<file path="src/rtl/tmds_symbol_decoder_if.sv">
// Parallel symbol bus of one TMDS receive channel.
//   in_word  : raw 10-bit deserialized word, in_word[0] received first
//   out_data : decoded pixel byte
//   out_c    : decoded control value {c1,c0}
//   out_de   : 1 = data symbol, 0 = control token
//   locked   : symbol alignment locked
//   offset   : bit offset of the symbol boundary inside the word pair, 0..9
// master = word source / sink of decoded symbols, slave = decoder.
interface tmds_symbol_decoder_if;
   logic [9:0] in_word;
   logic [7:0] out_data;
   logic [1:0] out_c;
   logic       out_de;
   logic       locked;
   logic [3:0] offset;

   modport master (output in_word, input out_data, out_c, out_de, locked, offset);
   modport slave  (input in_word, output out_data, out_c, out_de, locked, offset);
endinterface

</file>
<file path="src/rtl/tmds_symbol_decoder.sv">
// TMDS receive decoder for one channel: finds the symbol boundary in an
// arbitrarily aligned 10-bit word stream using runs of DVI control tokens,
// tracks lock, and decodes aligned symbols to pixel bytes or control values.
//   clk_pixel : pixel clock, all logic on rising edge
//   resetn    : asynchronous active-low reset
//   bus       : slave side of tmds_symbol_decoder_if (in_word in, decoded symbol
//               plus locked/offset out)
module tmds_symbol_decoder #(
   parameter int unsigned C_min_run       = 8,
   parameter int unsigned C_search_window = 4096
) (
   input logic                  clk_pixel,
   input logic                  resetn,
   tmds_symbol_decoder_if.slave bus
);

   localparam int unsigned TIMER_W = $clog2(C_search_window);
   localparam int unsigned RUN_W   = $clog2(C_min_run + 1);

   localparam logic [1:0] SEARCH  = 2'd0;
   localparam logic [1:0] CONFIRM = 2'd1;
   localparam logic [1:0] LOCKED  = 2'd2;

   localparam logic [9:0] TOK_C00 = 10'b1101010100;
   localparam logic [9:0] TOK_C01 = 10'b0010101011;
   localparam logic [9:0] TOK_C10 = 10'b0101010100;
   localparam logic [9:0] TOK_C11 = 10'b1010101011;

   logic [9:0]         prev_word;
   logic [9:0]         w;
   logic [9:0]         w_next;
   logic [19:0]        pair;
   logic [3:0]         offset_q;
   logic [3:0]         offset_next;
   logic [1:0]         state;
   logic [1:0]         state_next;
   logic [RUN_W-1:0]   run_cnt;
   logic [RUN_W-1:0]   run_next;
   logic [TIMER_W-1:0] timer;
   logic [TIMER_W-1:0] timer_next;
   logic               is_tok;
   logic [1:0]         tok_c;
   logic               run_event;
   logic               expiry;
   logic [7:0]         d;
   logic [7:0]         x;
   logic [7:0]         dec;
   logic [7:0]         out_data_q;
   logic [1:0]         out_c_q;
   logic               out_de_q;
   logic               locked_q;

   // Token classification, run/timer bookkeeping, alignment FSM and decode
   always_comb begin
      is_tok      = 1'b1;
      tok_c       = 2'b00;
      state_next  = state;
      offset_next = offset_q;

      case (w)
         TOK_C00: tok_c = 2'b00;
         TOK_C01: tok_c = 2'b01;
         TOK_C10: tok_c = 2'b10;
         TOK_C11: tok_c = 2'b11;
         default: is_tok = 1'b0;
      endcase

      // A run event is the single cycle the run count reaches C_min_run, so a
      // new event always implies the count dropped since the previous one.
      run_event = is_tok && (run_cnt == RUN_W'(C_min_run - 1));
      expiry    = (timer == TIMER_W'(C_search_window - 1));

      if (!is_tok)
         run_next = '0;
      else if (run_cnt == RUN_W'(C_min_run))
         run_next = run_cnt;
      else
         run_next = run_cnt + RUN_W'(1);

      timer_next = timer + TIMER_W'(1);

      // Run event takes priority over a simultaneous timer expiry
      if (run_event) begin
         timer_next = '0;
         case (state)
            SEARCH:  state_next = CONFIRM;
            CONFIRM: state_next = LOCKED;
            default: state_next = state;
         endcase
      end else if (expiry) begin
         timer_next  = '0;
         run_next    = '0;
         state_next  = SEARCH;
         offset_next = (offset_q == 4'd9) ? 4'd0 : offset_q + 4'd1;
      end

      // Window of 10 serial bits starting offset bits into the older word
      pair   = {bus.in_word, prev_word};
      w_next = 10'(pair >> offset_q);

      // Undo optional inversion, then undo the XOR/XNOR transition chain
      d   = w[9] ? ~w[7:0] : w[7:0];
      x   = d ^ {d[6:0], 1'b0};
      dec = w[8] ? {x[7:1], d[0]} : {~x[7:1], d[0]};
   end

   // Pipeline, alignment state and registered outputs
   always_ff @(posedge clk_pixel or negedge resetn) begin
      if (!resetn) begin
         prev_word  <= '0;
         w          <= '0;
         offset_q   <= '0;
         state      <= SEARCH;
         run_cnt    <= '0;
         timer      <= '0;
         out_data_q <= '0;
         out_c_q    <= '0;
         out_de_q   <= 1'b0;
         locked_q   <= 1'b0;
      end else begin
         prev_word <= bus.in_word;
         w         <= w_next;
         offset_q  <= offset_next;
         state     <= state_next;
         run_cnt   <= run_next;
         timer     <= timer_next;
         locked_q  <= (state == LOCKED);
         if (state != LOCKED) begin
            out_data_q <= '0;
            out_c_q    <= '0;
            out_de_q   <= 1'b0;
         end else if (is_tok) begin
            out_data_q <= '0;
            out_c_q    <= tok_c;
            out_de_q   <= 1'b0;
         end else begin
            out_data_q <= dec;
            out_de_q   <= 1'b1;
         end
      end
   end

   assign bus.out_data = out_data_q;
   assign bus.out_c    = out_c_q;
   assign bus.out_de   = out_de_q;
   assign bus.locked   = locked_q;
   assign bus.offset   = offset_q;

endmodule

</file>
<file path="src/flat_wrapper.sv">
// flat-port wrapper written by rule: the top's interface ports become plain ports
module tmds_symbol_decoder_flat 
#(
   parameter int unsigned C_min_run       = 8,
   parameter int unsigned C_search_window = 4096
)
  (clk_pixel, resetn, bus_in_word, bus_out_data, bus_out_c, bus_out_de, bus_locked, bus_offset);
  tmds_symbol_decoder_if bus_i ();
  input logic clk_pixel;
  input logic resetn;
  input wire logic [$bits(bus_i.in_word)-1:0] bus_in_word;
  output wire logic [$bits(bus_i.out_data)-1:0] bus_out_data;
  output wire logic [$bits(bus_i.out_c)-1:0] bus_out_c;
  output wire logic [$bits(bus_i.out_de)-1:0] bus_out_de;
  output wire logic [$bits(bus_i.locked)-1:0] bus_locked;
  output wire logic [$bits(bus_i.offset)-1:0] bus_offset;
  assign bus_i.in_word = bus_in_word;
  assign bus_out_data = bus_i.out_data;
  assign bus_out_c = bus_i.out_c;
  assign bus_out_de = bus_i.out_de;
  assign bus_locked = bus_i.locked;
  assign bus_offset = bus_i.offset;
  tmds_symbol_decoder #(.C_min_run(C_min_run), .C_search_window(C_search_window)) u_core (.clk_pixel(clk_pixel), .resetn(resetn), .bus(bus_i));
endmodule
</file>
<file path="config.mk">
export PLATFORM = sky130hd
export DESIGN_NAME = tmds_symbol_decoder_flat
export DESIGN_NICKNAME = d
export VERILOG_FILES = /design/src/rtl/tmds_symbol_decoder_if.sv /design/src/rtl/tmds_symbol_decoder.sv /design/src/flat_wrapper.sv
export SDC_FILE = /design/constraint.sdc
export NUM_CORES = 1
export LEC_CHECK = 0
export CAP_MARGIN = 5
export CORE_MARGIN = 2
export CORE_UTILIZATION = 40
export CTS_BUF_LIST = sky130_fd_sc_hd__clkbuf_2
export DETAILED_ROUTE_END_ITERATION = 8
export HOLD_SLACK_MARGIN = 0.12
export PLACE_DENSITY = 0.66
export SLEW_MARGIN = 10
export SYNTH_ARGS = -nofsm -noshare
export SYNTH_HDL_FRONTEND = slang
export SYNTH_SLANG_ARGS = --single-unit
</file>
<file path="constraint.sdc">
create_clock -name clk_pixel -period 1.9 [get_ports clk_pixel]
set_input_delay 0.38 -clock clk_pixel [delete_from_list [all_inputs] [get_ports clk_pixel]]
set_output_delay 0.38 -clock clk_pixel [all_outputs]
set_load 0.03 [all_outputs]
</file>
# Word level (Yosys, flattened, before mapping)
# Index checks and enable logic that the tools add are counted.
# Widths: inputs -> output; s select.
word_totals:
  regBits: 54
  inputBits: 12
  out_inout_bits: 16
  word_cells: 57
classes:
  add_sub_neg: 3
  n_eq_ne: 12
  n_shift: 1
  n_mux: 20
  bitwise_logic: 4
  reduce_logical: 7
ops:
  columns: ["cell", "n"]
  rows:
  - ["$mux 8", 4]
  - ["$mux 12", 2]
  - ["$eq 10x10->1 const B", 2]
  - ["$mux 4", 5]
  - ["$shr 20x4->10", 1]
  - ["$add 12x1->12 const B", 1]
  - ["$eq 12x12->1 const B", 1]
  - ["$eq 10x8->1 const B", 1]
  - ["$eq 10x9->1 const B", 1]
  - ["$add 4x1->4 const B", 2]
  - ["$eq 4x4->1 const B", 2]
  - ["$mux 2", 4]
  - ["$not 8->8", 1]
  - ["$xor 8x8->8", 1]
  - ["$not 7->7", 1]
  - ["$pmux 2 s3", 1]
  - ["$eq 4x3->1 const B", 1]
  - ["$pmux 2 s2", 1]
  - ["$reduce_and 2->1", 2]
  - ["$reduce_bool 2->1", 2]
  - ["$reduce_or 4->1", 1]
  - ["$mux 1", 3]
  - ["$ne 3x3->1 const B", 1]
  - ["$eq 2x1->1 const B", 1]
  - ["5 further kinds", 5]

# Logic depth before layout (Yosys ltp)
# Gate-level depths: netlist (run 1).
logic_depth:
  ltp_word: 7
  mapped_depth: 8

# Least setup slack after synthesis (run 1)
# Ideal clock, no wire load.
synth_timing:
  kind: "register to register"
  startpoint: "reg u_core.offset_q[0] (netlist: u_core.bus.offset[0])"
  endpoint: "reg u_core.w[4]"
  setup_ps: 138
  arrival_ps: 1795
  t_required_ps: 1762
  path_slack_ps: -34
  path_stages_with_launch: 5
  synth_period_minus_slack_ps: 1934
  path_cell_list: "dfrtp_1 -> buf_6 -> buf_6 -> mux4_2 -> mux4_2"
synth_between:
  elab_chain_len: 1
synth_lines:
  columns: ["item", "line_no", "source"]
  rows:
  - ["start, declared", "tmds_symbol_decoder.sv:33", "logic [3:0] offset_q;"]
  - ["start signal, assigned", "tmds_symbol_decoder.sv:123", "offset_q <= offset_next;"]
  - ["$shr 20x4->10", "tmds_symbol_decoder.sv:99", "w_next = 10'(pair >> offset_q);"]
  - ["net u_core.w_next[4]", "tmds_symbol_decoder.sv:31", "logic [9:0] w_next;"]
  - ["end signal, assigned", "tmds_symbol_decoder.sv:122", "w <= w_next;"]
  - ["end, declared", "tmds_symbol_decoder.sv:30", "logic [9:0] w;"]
# The timed path passes the listed nets, and every way through them passes these cells.
# A chain may end at the register's enable or synchronous reset.

# Worst setup path after layout (run 1)
layout_timing:
  startpoint: "reg u_core.w[0]"
  endpoint: "reg u_core.offset_q[3] (netlist: u_core.bus.offset[3])"
layout_between:
  elab_chain_len: 6
  elab_cells_between_ends: 9
  classes_between: "4 x eq/ne; 1 x mux; 1 x bitwise; 3 x reduce/logical"
layout_lines:
  columns: ["item", "line_no", "source"]
  rows:
  - ["$eq 10x10->1 (tied with other cells)", "tmds_symbol_decoder.sv:60", "case (w)"]
  - ["$reduce_or 4->1 (no source line) (*)", null, null]
  - ["$mux 1 (*)", "tmds_symbol_decoder.sv:60", null]
  - ["$logic_and 1x1->1 (*)", "tmds_symbol_decoder.sv:70", "run_event = is_tok && (run_cnt == RUN_W'(C_min_run - 1));"]
  - ["$not 1->1 (no source line) (*)", null, null]
  - ["$reduce_and 2->1 (no source line) (*)", null, null]
# Mark *: on every way between the ends. The rest lies on a longest branch, timed or not.

==> metrics.csv, run 1 <==
stage,metric,value,unit
status,status,"finished, final reports clean",
power,share_seq_of_total_power,61.1,%
setup_path,setup.worst_path.end,u_core.bus.offset[3]$_DFFE_PN0P_,
grt,grt_util_all_layers,15.17,%
power,combPwrFrac,9.0,%
logic_synthesis,synth_top_family_by_area,simple AND/OR/NAND/NOR gates,
cts,cts.sinks,54,
detailed_routing,route.detailed.vias_per_inst,4.961,
grt,grt_most_used_layer,met2,
timing,rsz_0062_raised_after_global_routing,true,
placed_design,numPlacedInstances,392,
cts,numCtsBuffers,5,
logic_synthesis,synth-edff-count,0,
grt,global_route.overflow_total,0,
setup_path,reg2regPathDepth,7,
timing,maxSlewHeadroom,62.25,%
logic_synthesis,synthesis.instances,255,
grt,global_route.usage.met2,25.93,%
logic_synthesis,synthMostInstantiatedCell,dfrtp_1,
timing,hold_ws,0.3840,ns
cts,clock_tree.root_cell,clkbuf_2,
grt,grt_pass1_wl,9252,um
placed_design,gp_routability_congestion,0.8722,
detailed_routing,drc_errors,0,
placed_design,post-dp-hpwl,4224,um
final_layout,antenna-diode-count,0,
logic_synthesis,part_of_the_yosys_area_used_for_sequential_elements,46.55,%
logic_synthesis,synth.area.top_cells,"dfrtp_1, mux4_2, xnor2_1",
setup_path,r2r_end,u_core.bus.offset[3]$_DFFE_PN0P_,
die,ios,28,
setup_path,startpoint_type_of_the_worst_setup_path,register,
cts,htreeDepth,2,
die,floorplan.initialDensity,40.67,%
timing,finalMaxSlewViolations,0,
cts,cts_tree,done,
power,pwr_density_cell,542.9,mW/mm^2
timing,timing_hold_violations_final,0,
logic_synthesis,synth_compound_gate_area_share,6.810,%
final_layout,layout.nets,330,
grt,via_count_of_the_first_global_routing_pass,1957,
setup_path,worst-path-stages,7,
grt,global_route.usage.met3,2.770,%
cts,post_cts_clock_slew_at_the_launch_and_capture_registers_of_the_worst_setup_and_hold_paths,0.27,ns
logic_synthesis,yosysUniqueCellTypes,43,
grt,pin_count_of_the_biggest_net_entering_global_routing,24,
grt,antenna_violations_before_repair,0,
grt,gr-usage-met1,20.10,%
logic_synthesis,synth_common_cells,"dfrtp_1, nor2_1, xnor2_1",
detailed_routing,drt_pre_antenna_iters,4,
logic_synthesis,proportion_of_netlist_area_held_by_the_largest_area_contributor,46.55,%
setup_path,crit_type,reg2reg,
setup_path,regToRegSetupSlack,0.04,ns
setup_path,crit_buf_inv,1,
cts,cts.path.max_buffers,2,
detailed_routing,routed_wl,5691,um
detailed_routing,vias,2039,
timing,final.period_utilization,97.83,%
die,num_rows,31,
timing,setup_viol,0,
placed_design,io_buffer_count,27,
logic_synthesis,synth_flop_cell,dfrtp_1,
die,design.die.area,0.007954,mm^2
logic_synthesis,yosysWarningCount,0,
power,p_leak,1.686,nW
logic_synthesis,synth_async_sr_flop_share,100.0,%
logic_synthesis,mux_share_of_post_synthesis_cell_area,15.56,%
setup_path,timing.critical_path.max_delay_family,simple AND/OR/NAND/NOR gates,
setup_path,cp_data_arrival_time,2.25,ns
setup_path,cp-end-kind,register,
timing,max_slew.worst_pin.slew,0.5662,ns
die,design.core.area,0.007137,mm^2
setup_path,path_cells,ha_1 > and4bb_2 > nand4b_1 > a21oi_4 > buf_4 > or4_1 > nand3_1,
final_layout,finished_layout_cells,411,
power,p_total,1.961,mW
logic_synthesis,synthesis.area_per_instance,11.38,um^2
setup_path,worst_setup_path_startpoint,u_core.w[0]$_DFF_PN0_,
cts,clock_insertion_delay_worst_skew,0.44,ns
detailed_routing,wl_per_cell,13.85,um
setup_path,worst_endpoint_required_time,2.29,ns
logic_synthesis,yosys.area_share.simple,16.12,%
timing,fin_crit_period,1.859,ns
final_layout,drive_above_1_share,26.28,%
hold_path,hold_class,in2reg,
setup_path,worst-path-max-fanout,5,
power,vdd_drop_max,0.0003004,V
logic_synthesis,synth_top_cell_by_area,dfrtp_1,
logic_synthesis,ys_seq_elements,54,
timing,clock.fmax,0.5380,GHz
detailed_routing,antenna_left,0,
timing,clock_skew,0.01698,ns
run,drv.max_cap_violation_count,0,
logic_synthesis,post_synth_xor_area_fraction,7.543,%
setup_path,worst_path_largest_cell_delay,0.47,ns
power,sw_frac_of_total,23.73,%
detailed_routing,drt_first_iter_violations,82,
power,internal-power,1.496,mW
logic_synthesis,syn-cell-area,0.002903,mm^2
logic_synthesis,yosys.area_share.adder,3.017,%
power,power.clock.fraction,29.9,%
die,floorplan.die.height,89.19,um
setup_path,r2r-start,u_core.w[0]$_DFF_PN0_,
final_layout,syn_to_final_growth,24.44,%
power,p_switching,0.4653,mW
die,die_width,89.19,um
setup_path,critical_path_slowest_stage_cell,dfrtp_1,
logic_synthesis,synthesis.nets,274,
logic make-up (layout without fill, tap and decap cells):
logic type      count (synthesis)  in the layout
fa+ha+maj                       7              7
xor+xnor                       25             25
mux                            27             27
simple gates                   86             86
buf+inv                        25             82
compound gates                 31             31
flops                          54             54
layout make-up:
type / count / area [um^2]
Clock buffer: 5 / 25.02
Inverter: 15 / 56.30
Tap cell: 99 / 123.9
Sequential cell: 54 / 1356
Clock inverter: 3 / 43.79
Fill cell: 657 / 3525
Timing Repair Buffer: 59 / 536.8
Multi-Input combinational cell: 176 / 1470
flip-flops by register name (all words and copies together), names as in the netlist:
name,cells
u_core.timer,12
u_core.w,10
u_core.bus.out_c,2
u_core.prev_word,10
u_core.bus.offset,4
u_core.bus.out_data,8
u_core.bus.out_de,1
u_core.bus.locked,1
u_core.run_cnt,4
u_core.state,2
metal layers:
metal	wire [um]	share of wire [%]
met5	0	0
met1	2562	45
met4	68	1.2
met3	217	3.8
met2	2842	50
how the worst min path moves through the flow:
| stage | slack [ns] | start | cells past startpoint | endpoint |
|---|---|---|---|---|
| after floorplan | 0.08 | resetn | 0 | u_core.bus.locked$_DFF_PN0_ |
| final | 0.38 | bus_in_word[5] | 1 | u_core.prev_word[5]$_DFF_PN0_ |
| after detailed placement | 0.41 | resetn | 1 | u_core.w[0]$_DFF_PN0_ |
| after CTS | 0.37 | bus_in_word[5] | 1 | u_core.prev_word[5]$_DFF_PN0_ |
| after global routing | 0.35 | bus_in_word[5] | 1 | u_core.prev_word[5]$_DFF_PN0_ |
| after global placement | 0.40 | resetn | 1 | u_core.w[7]$_DFF_PN0_ |
stage by stage:
stage / setup TNS, ns / worst slack [ns] / area [um^2] / util (%)
6_report: 0 / 0.04116 / 3612 / 50.61
3_3_place_gp: -0.1573 / -0.04419 / 3387 / 47.46
4_1_cts: 0 / 0.004176 / 3482 / 48.79
2_1_floorplan: 0 / 0.03169 / 2904 / -
3_5_place_dp: -0.2326 / -0.07267 / 3387 / 47.46
5_1_grt: -0.04788 / -0.01927 / 3612 / 50.61
cell usage in the layout (no fill, tap or decap), drive strengths merged, types with 7 or more instances in the layout:
cell type      instances
clkdlybuf4s50         10
mux2i                  8
dlygate4sd2            9
inv                   16
xnor2                 18
xor2                   7
a21oi                 14
mux4                  14
a211oi                 8
dfrtp                 54
nand2                 12
buf                   34
ha                     7
nor2                  41
repair_timing:
item	4_1_cts	5_1_grt
pin swaps	4	2
hold buffers	1	0
gates resized for setup	14	14
setup buffers	2	8
hold endpoints to repair	21	0
setup endpoints to repair	28	15
power groups by stage:
stage	clock [mW]	sequential (mW)	combinational, mW
after floorplan	0	1.21	0.0960
after global placement	0	1.22	0.174
after detailed placement	0	1.22	0.176
after CTS	0.610	1.20	0.179
after global routing	0.651	1.20	0.199
final	0.586	1.20	0.177
Note: power is estimated with default switching activity, not from simulation.
==> run 2: changes to the inputs <==
- MAX_ROUTING_LAYER: not set -> met4
==> run 2 against run 1 <==
Compared with the run above:
- maximum frequency is essentially flat
- via count fell by 0.29%
- highest routed layer unchanged
- combinational power is essentially flat
- critical path type unchanged
- wire length about the same
==> metrics.csv, run 2 (synthesis gave the netlist of run 1 again) <==
stage,metric,value,unit,change
status,status,"finished, final reports clean",,
setup_path,critical_path_slowest_stage_cell,dfrtp_1,,
grt,grt_pass1_wl,9232,um,-0.22%
final_layout,antenna-diode-count,0,,unchanged
final_layout,final_core_util,50.61,%,unchanged
placed_design,numPlacedInstances,392,,unchanged
die,design.core.area,0.007137,mm^2,unchanged
setup_path,setup.worst_path.end,u_core.bus.offset[3]$_DFFE_PN0P_,,
run,drv.max_cap_violation_count,0,,unchanged
power,internal-power,1.496,mW,about the same
die,floorplan.die.height,89.19,um,unchanged
die,floorplan.initialDensity,40.67,%,unchanged
timing,fin_crit_period,1.859,ns,-0.0003173 ns
grt,pin_count_of_the_biggest_net_entering_global_routing,24,,unchanged
detailed_routing,vias,2033,,-0.29%
placed_design,post-dp-hpwl,4224,um,unchanged
placed_design,post_placement_setup_slack,-0.07267,ns,unchanged
final_layout,layout.nets,330,,unchanged
power,p_total,1.961,mW,about the same
detailed_routing,drc_errors,0,,unchanged
power,combPwrFrac,9.0,%,about the same
cts,post_cts_clock_slew_at_the_launch_and_capture_registers_of_the_worst_setup_and_hold_paths,0.27,ns,about the same
setup_path,r2r-start,u_core.w[0]$_DFF_PN0_,,
cts,htreeDepth,2,,unchanged
setup_path,worst-path-max-fanout,5,,unchanged
final_layout,syn_to_final_growth,24.44,%,unchanged
power,p_switching,0.4657,mW,about the same
final_layout,mostFrequentLayoutCells,"dfrtp_1, nor2_1, buf_4, xnor2_1",,
final_layout,top_register,u_core.timer,,
timing,hold_ws,0.3811,ns,-0.002952 ns
die,design.die.area,0.007954,mm^2,unchanged
setup_path,worst_setup_path_startpoint,u_core.w[0]$_DFF_PN0_,,
setup_path,startpoint_type_of_the_worst_setup_path,register,,
detailed_routing,drt_pre_antenna_iters,4,,unchanged
setup_path,worst_endpoint_required_time,2.29,ns,about the same
die,num_rows,31,,unchanged
grt,grt_util_all_layers,15.62,%,+0.45 points
die,die_width,89.19,um,unchanged
setup_path,worst_path_largest_cell_delay,0.47,ns,about the same
setup_path,reg2regPathDepth,7,,unchanged
final_layout,layout.cells.most_common,dfrtp_1,,
final_layout,layout_top_registers,"u_core.timer: 12 flops, u_core.prev_word: 10 flops, u_core.w: 10 flops",,
cts,clock_tree.root_cell,clkbuf_2,,
timing,timing_hold_violations_final,0,,unchanged
setup_path,path_cells,ha_1 > and4bb_2 > nand4b_1 > a21oi_4 > buf_4 > or4_1 > nand3_1,,
placed_design,gp_routability_congestion,0.8865,,+1.6%
final_layout,number_of_inserted_filler_cells_in_the_final_layout,657,,unchanged
power,vdd_drop_max,0.0003005,V,about the same
timing,clock_skew,0.01918,ns,+0.002199 ns
grt,via_count_of_the_first_global_routing_pass,1957,,unchanged
final_layout,drive_above_1_share,26.28,%,unchanged
detailed_routing,drt_first_iter_violations,70,,-15%
power,pwr_density_cell,543.0,mW/mm^2,about the same
power,power.clock.fraction,29.9,%,about the same
detailed_routing,antenna_left,0,,unchanged
setup_path,r2r_end,u_core.bus.offset[3]$_DFFE_PN0P_,,
timing,clock.fmax,0.5381,GHz,about the same
final_layout,finished_layout_cells,411,,unchanged
grt,global_route.overflow_total,0,,unchanged
detailed_routing,wl_per_cell,13.84,um,about the same
power,p_leak,1.686,nW,unchanged
setup_path,cp_data_arrival_time,2.25,ns,about the same
grt,antenna_violations_before_repair,0,,unchanged
detailed_routing,route.detailed.vias_per_inst,4.946,,-0.29%
cts,clock_insertion_delay_worst_skew,0.44,ns,about the same
detailed_routing,routed_wl,5687,um,about the same
setup_path,regToRegSetupSlack,0.04,ns,about the same
cts,numCtsBuffers,5,,unchanged
placed_design,io_buffer_count,27,,unchanged
final_layout,flip_flop_count_of_the_largest_register_all_copies_and_words_added,12,,unchanged
timing,postLayoutSetupSlackWorst,0.04148,ns,+0.0003173 ns
cts,cts.sinks,54,,unchanged
cts,cts_tree,done,,
timing,setup_viol,0,,unchanged
timing,maxSlewHeadroom,61.97,%,-0.28 points
cts,cts.path.max_buffers,2,,unchanged
timing,max_slew.worst_pin.slew,0.5704,ns,+0.004229 ns
timing,finalMaxSlewViolations,0,,unchanged
timing,rsz_0062_raised_after_global_routing,true,,
setup_path,crit_type,reg2reg,,
power,share_seq_of_total_power,61.0,%,about the same
power,sw_frac_of_total,23.74,%,about the same
hold_path,hold_class,in2reg,,
setup_path,cp-end-kind,register,,
timing,final.period_utilization,97.82,%,about the same
hold_path,start_point_of_the_worst_hold_path,bus_in_word[5],,
die,ios,28,,unchanged
run 2: cell counts in the layout (fill, tap and decap cells not counted):
No cell type changed its count.
run 2: repair_timing:
action	CTS	global route
gates resized for setup	14	14
setup endpoints to repair	28	15
endpoints found under the hold margin	21	0
pin swaps	4	2
setup buffers	2	8
hold buffers	1	0
run 2: layer usage:
layer  GRT usage [%]  vias to the layer above  wire, um
met5               -                        -         0
met4           3.664                        0        68
met3           2.770                        7       207
met2           25.93                       50      2842
met1           20.04                      980      2568
li1                -                      996         -
run 2: area by class of cell:
type / instances / area (um^2) / area share [%]
multi-input cells: 176 / 1470 / 40.70
inverters: 15 / 56.30 / 1.559
well taps: 99 / 123.9 / 3.429
repair buffers: 59 / 536.8 / 14.86
clock inverters: 3 / 43.79 / 1.212
flip-flops and latches: 54 / 1356 / 37.55
clock buffers: 5 / 25.02 / 0.6928
run 2: worst min path at each step:
| stage | endpoint | slack [ns] | cells after the start |
|---|---|---|---|
| 2_1_floorplan | u_core.bus.locked$_DFF_PN0_ | 0.08 | 0 |
| 3_3_place_gp | u_core.w[7]$_DFF_PN0_ | 0.40 | 1 |
| 3_5_place_dp | u_core.w[0]$_DFF_PN0_ | 0.41 | 1 |
| 4_1_cts | u_core.prev_word[5]$_DFF_PN0_ | 0.37 | 1 |
| 5_1_grt | u_core.prev_word[5]$_DFF_PN0_ | 0.35 | 1 |
| 6_report | u_core.prev_word[5]$_DFF_PN0_ | 0.38 | 1 |
run 2: worst max-delay path: cells and delay by family (launching register included):
| kind | cells | cell delay [ns] |
|---|---|---|
| AO/OA/AOI/OAI | 1 | 0.10 |
| adder cells (fa/ha/maj) | 1 | 0.20 |
| buffers and inverters | 1 | 0.14 |
| flip-flops | 1 | 0.47 |
| AND/OR/NAND/NOR | 4 | 0.89 |
run 2: power by group through the flow:
stage	sequential, mW	combinational [mW]	clock [mW]
after CTS	1.20	0.179	0.610
after detailed placement	1.22	0.176	0
final	1.20	0.177	0.587
after global placement	1.22	0.174	0
after global routing	1.20	0.199	0.651
after floorplan	1.21	0.0960	0
run 2: through the flow:
step	area (um^2)	setup TNS, ns
finish	3612	0
global route	3612	-0.04788
CTS	3482	0
detailed placement	3387	-0.2326
global placement	3387	-0.1573
floorplan	2904	0
==> run 3: changes to the inputs <==
- ABC_AREA: not set -> 0
- CORE_ASPECT_RATIO: not set -> 0.5
==> run 3 against run 2 <==
Compared with the run above:
- largest cell class unchanged
- clock power fell by 16%
- cell count decreased by 4.4%
- final area down 3.0%
- worst setup slack better by 0.028 ns
==> metrics.csv, run 3 (synthesis gave the netlist of run 1 again) <==
stage,metric,value,unit,change
cts,htreeDepth,2,,unchanged
timing,setup_viol,0,,unchanged
cts,cts.sinks,54,,unchanged
setup_path,cp_data_arrival_time,2.20,ns,-0.05 ns
timing,maxSlewHeadroom,70.23,%,+8.3 points
detailed_routing,drt_pre_antenna_iters,4,,unchanged
grt,via_count_of_the_first_global_routing_pass,1998,,+2.1%
final_layout,antenna-diode-count,0,,unchanged
power,p_leak,1.601,nW,-5.0%
setup_path,worst_path_largest_cell_delay,0.49,ns,+0.02 ns
power,p_total,1.866,mW,-4.9%
timing,clock.fmax,0.5462,GHz,+1.5%
final_layout,drive_above_1_share,23.26,%,-3.0 points
placed_design,post-dp-hpwl,4252,um,+0.66%
placed_design,io_buffer_count,27,,unchanged
detailed_routing,wl_per_cell,14.65,um,+5.9%
grt,grt_pass1_wl,9722,um,+5.3%
detailed_routing,vias,2006,,-1.3%
grt,global_route.overflow_total,0,,unchanged
setup_path,crit_buf_inv,1,,unchanged
die,num_rows,21,,-32%
detailed_routing,drt_first_iter_violations,56,,-20%
setup_path,startpoint_type_of_the_worst_setup_path,register,,
detailed_routing,antenna_left,0,,unchanged
placed_design,gp_routability_congestion,0.8638,,-2.6%
status,status,"finished, final reports clean",,
power,pwr_density_cell,532.7,mW/mm^2,-1.9%
cts,numCtsBuffers,5,,unchanged
cts,post_cts_clock_slew_at_the_launch_and_capture_registers_of_the_worst_setup_and_hold_paths,0.28,ns,about the same
timing,rsz_0062_raised_after_global_routing,false,,
grt,pin_count_of_the_biggest_net_entering_global_routing,38,,+58%
run,drv.max_cap_violation_count,0,,unchanged
cts,clock_tree.root_cell,clkbuf_2,,
die,die_width,124.5,um,+40%
grt,grt_util_all_layers,15.57,%,-0.049 points
final_layout,layout.nets,319,,-3.3%
die,ios,28,,unchanged
timing,postLayoutSetupSlackWorst,0.06930,ns,+0.02782 ns
final_layout,flip_flop_count_of_the_largest_register_all_copies_and_words_added,12,,unchanged
timing,max_slew.worst_pin.slew,0.4465,ns,-0.1239 ns
setup_path,worst-path-max-fanout,5,,unchanged
timing,sum_of_negative_setup_slack,0,ns,unchanged
final_layout,finish.instance_area,0.003503,mm^2,-3.0%
timing,fin_crit_period,1.831,ns,-0.02782 ns
setup_path,worst_endpoint_required_time,2.27,ns,-0.02 ns
timing,clock_skew,0.03624,ns,+0.01706 ns
final_layout,syn_to_final_growth,20.69,%,
setup_path,crit_type,reg2reg,,
timing,timing_hold_violations_final,0,,unchanged
detailed_routing,drc_errors,0,,unchanged
placed_design,post_placement_setup_slack,-0.09634,ns,-0.02366 ns
hold_path,hold_class,in2async,,
die,floorplan.initialDensity,42.33,%,+1.7 points
grt,antenna_violations_before_repair,0,,unchanged
final_layout,top_register,u_core.timer,,
die,design.die.area,0.007996,mm^2,+0.52%
setup_path,timing.critical_path.max_delay_family,simple AND/OR/NAND/NOR gates,,
detailed_routing,routed_wl,5757,um,+1.2%
final_layout,mostFrequentLayoutCells,"dfrtp_1, nor2_1, xnor2_1, buf_4, mux4_2",,
final_layout,layout_top_registers,"u_core.timer: 12 flops, u_core.prev_word: 10 flops, u_core.w: 10 flops",,
final_layout,layout.cells.most_common,dfrtp_1,,
cts,cts.path.max_buffers,2,,unchanged
cts,clock_insertion_delay_worst_skew,0.47,ns,+0.03 ns
setup_path,critical_path_slowest_stage_cell,dfrtp_1,,
timing,finalMaxSlewViolations,0,,unchanged
die,floorplan.die.height,64.24,um,-28%
timing,final.period_utilization,96.35,%,-1.5 points
setup_path,cp-end-kind,register,,
power,vdd_drop_max,0.0002392,V,-20%
timing,hold_ws,0.3535,ns,-0.02757 ns
die,design.core.area,0.006858,mm^2,-3.9%
detailed_routing,route.detailed.vias_per_inst,5.104,,+3.2%
cts,cts_tree,done,,
setup_path,path_cells,inv_2 > ha_4 > nand4b_4 > or3_4 > a21oi_4 > nor2_2 > mux2_4,,
placed_design,placement.cell_area,0.003348,mm^2,-1.1%
## run 3: per-stage QoR
stage,util (%),std cells
3_5_place_dp,48.82,381
6_report,51.09,393
2_1_floorplan,-,255
4_1_cts,49.75,391
5_1_grt,51.09,393
3_3_place_gp,48.82,381
## run 3: power breakdown
group | internal, mW | switching [mW] | leakage (nW) | total [mW]
logic | 0.0966 | 0.0802 | 0.880 | 0.177
registers | 1.17 | 0.0231 | 0.692 | 1.20
clock network | 0.0985 | 0.393 | 0.0296 | 0.492
## run 3: path summary, 6_finish.rpt
| kind | from | to | slack, ns | depth (start not counted) |
|---|---|---|---|---|
| setup / recovery | u_core.w[0]$_DFF_PN0_ | u_core.bus.offset[1]$_DFFE_PN0P_ | 0.07 | 7 |
| hold / removal | resetn | u_core.prev_word[7]$_DFF_PN0_ | 0.35 | 2 |
| min in group clk_pixel | bus_in_word[5] | u_core.prev_word[5]$_DFF_PN0_ | 0.37 | 1 |
| hold reg to reg | u_core.w[9]$_DFF_PN0_ | u_core.bus.out_c[1]$_DFFE_PN0N_ | 0.54 | 1 |
| max in group asynchronous | resetn | u_core.timer[2]$_DFF_PN0_ | 1.00 | 3 |
| setup reg to reg | u_core.w[0]$_DFF_PN0_ | u_core.bus.offset[1]$_DFFE_PN0P_ | 0.07 | 7 |
## run 3: repair_timing
| item | in CTS | in global routing |
|---|---|---|
| endpoints found under the setup margin | 21 | 35 |
| pin swaps | 1 | 5 |
| hold buffers | 1 | 0 |
| buffers inserted | 1 | 2 |
| gates resized for setup | 13 | 14 |
| hold endpoints to repair | 17 | 0 |
## run 3: cell type report
cell class / count / area, um^2
inverters: 15 / 56.30
clock inverters: 3 / 25.02
repair buffers: 48 / 450.4
flip-flops and latches: 54 / 1355
clock buffers: 5 / 25.02
multi-input cells: 176 / 1476
fillers: 637 / 3354
well taps: 92 / 115.1
## run 3: routing by layer
layer  wire length (um)  GRT usage, %
met1               2872         20.87
met2               2691         24.93
met5                  0             -
met3                140         2.596
met4                 53         4.213
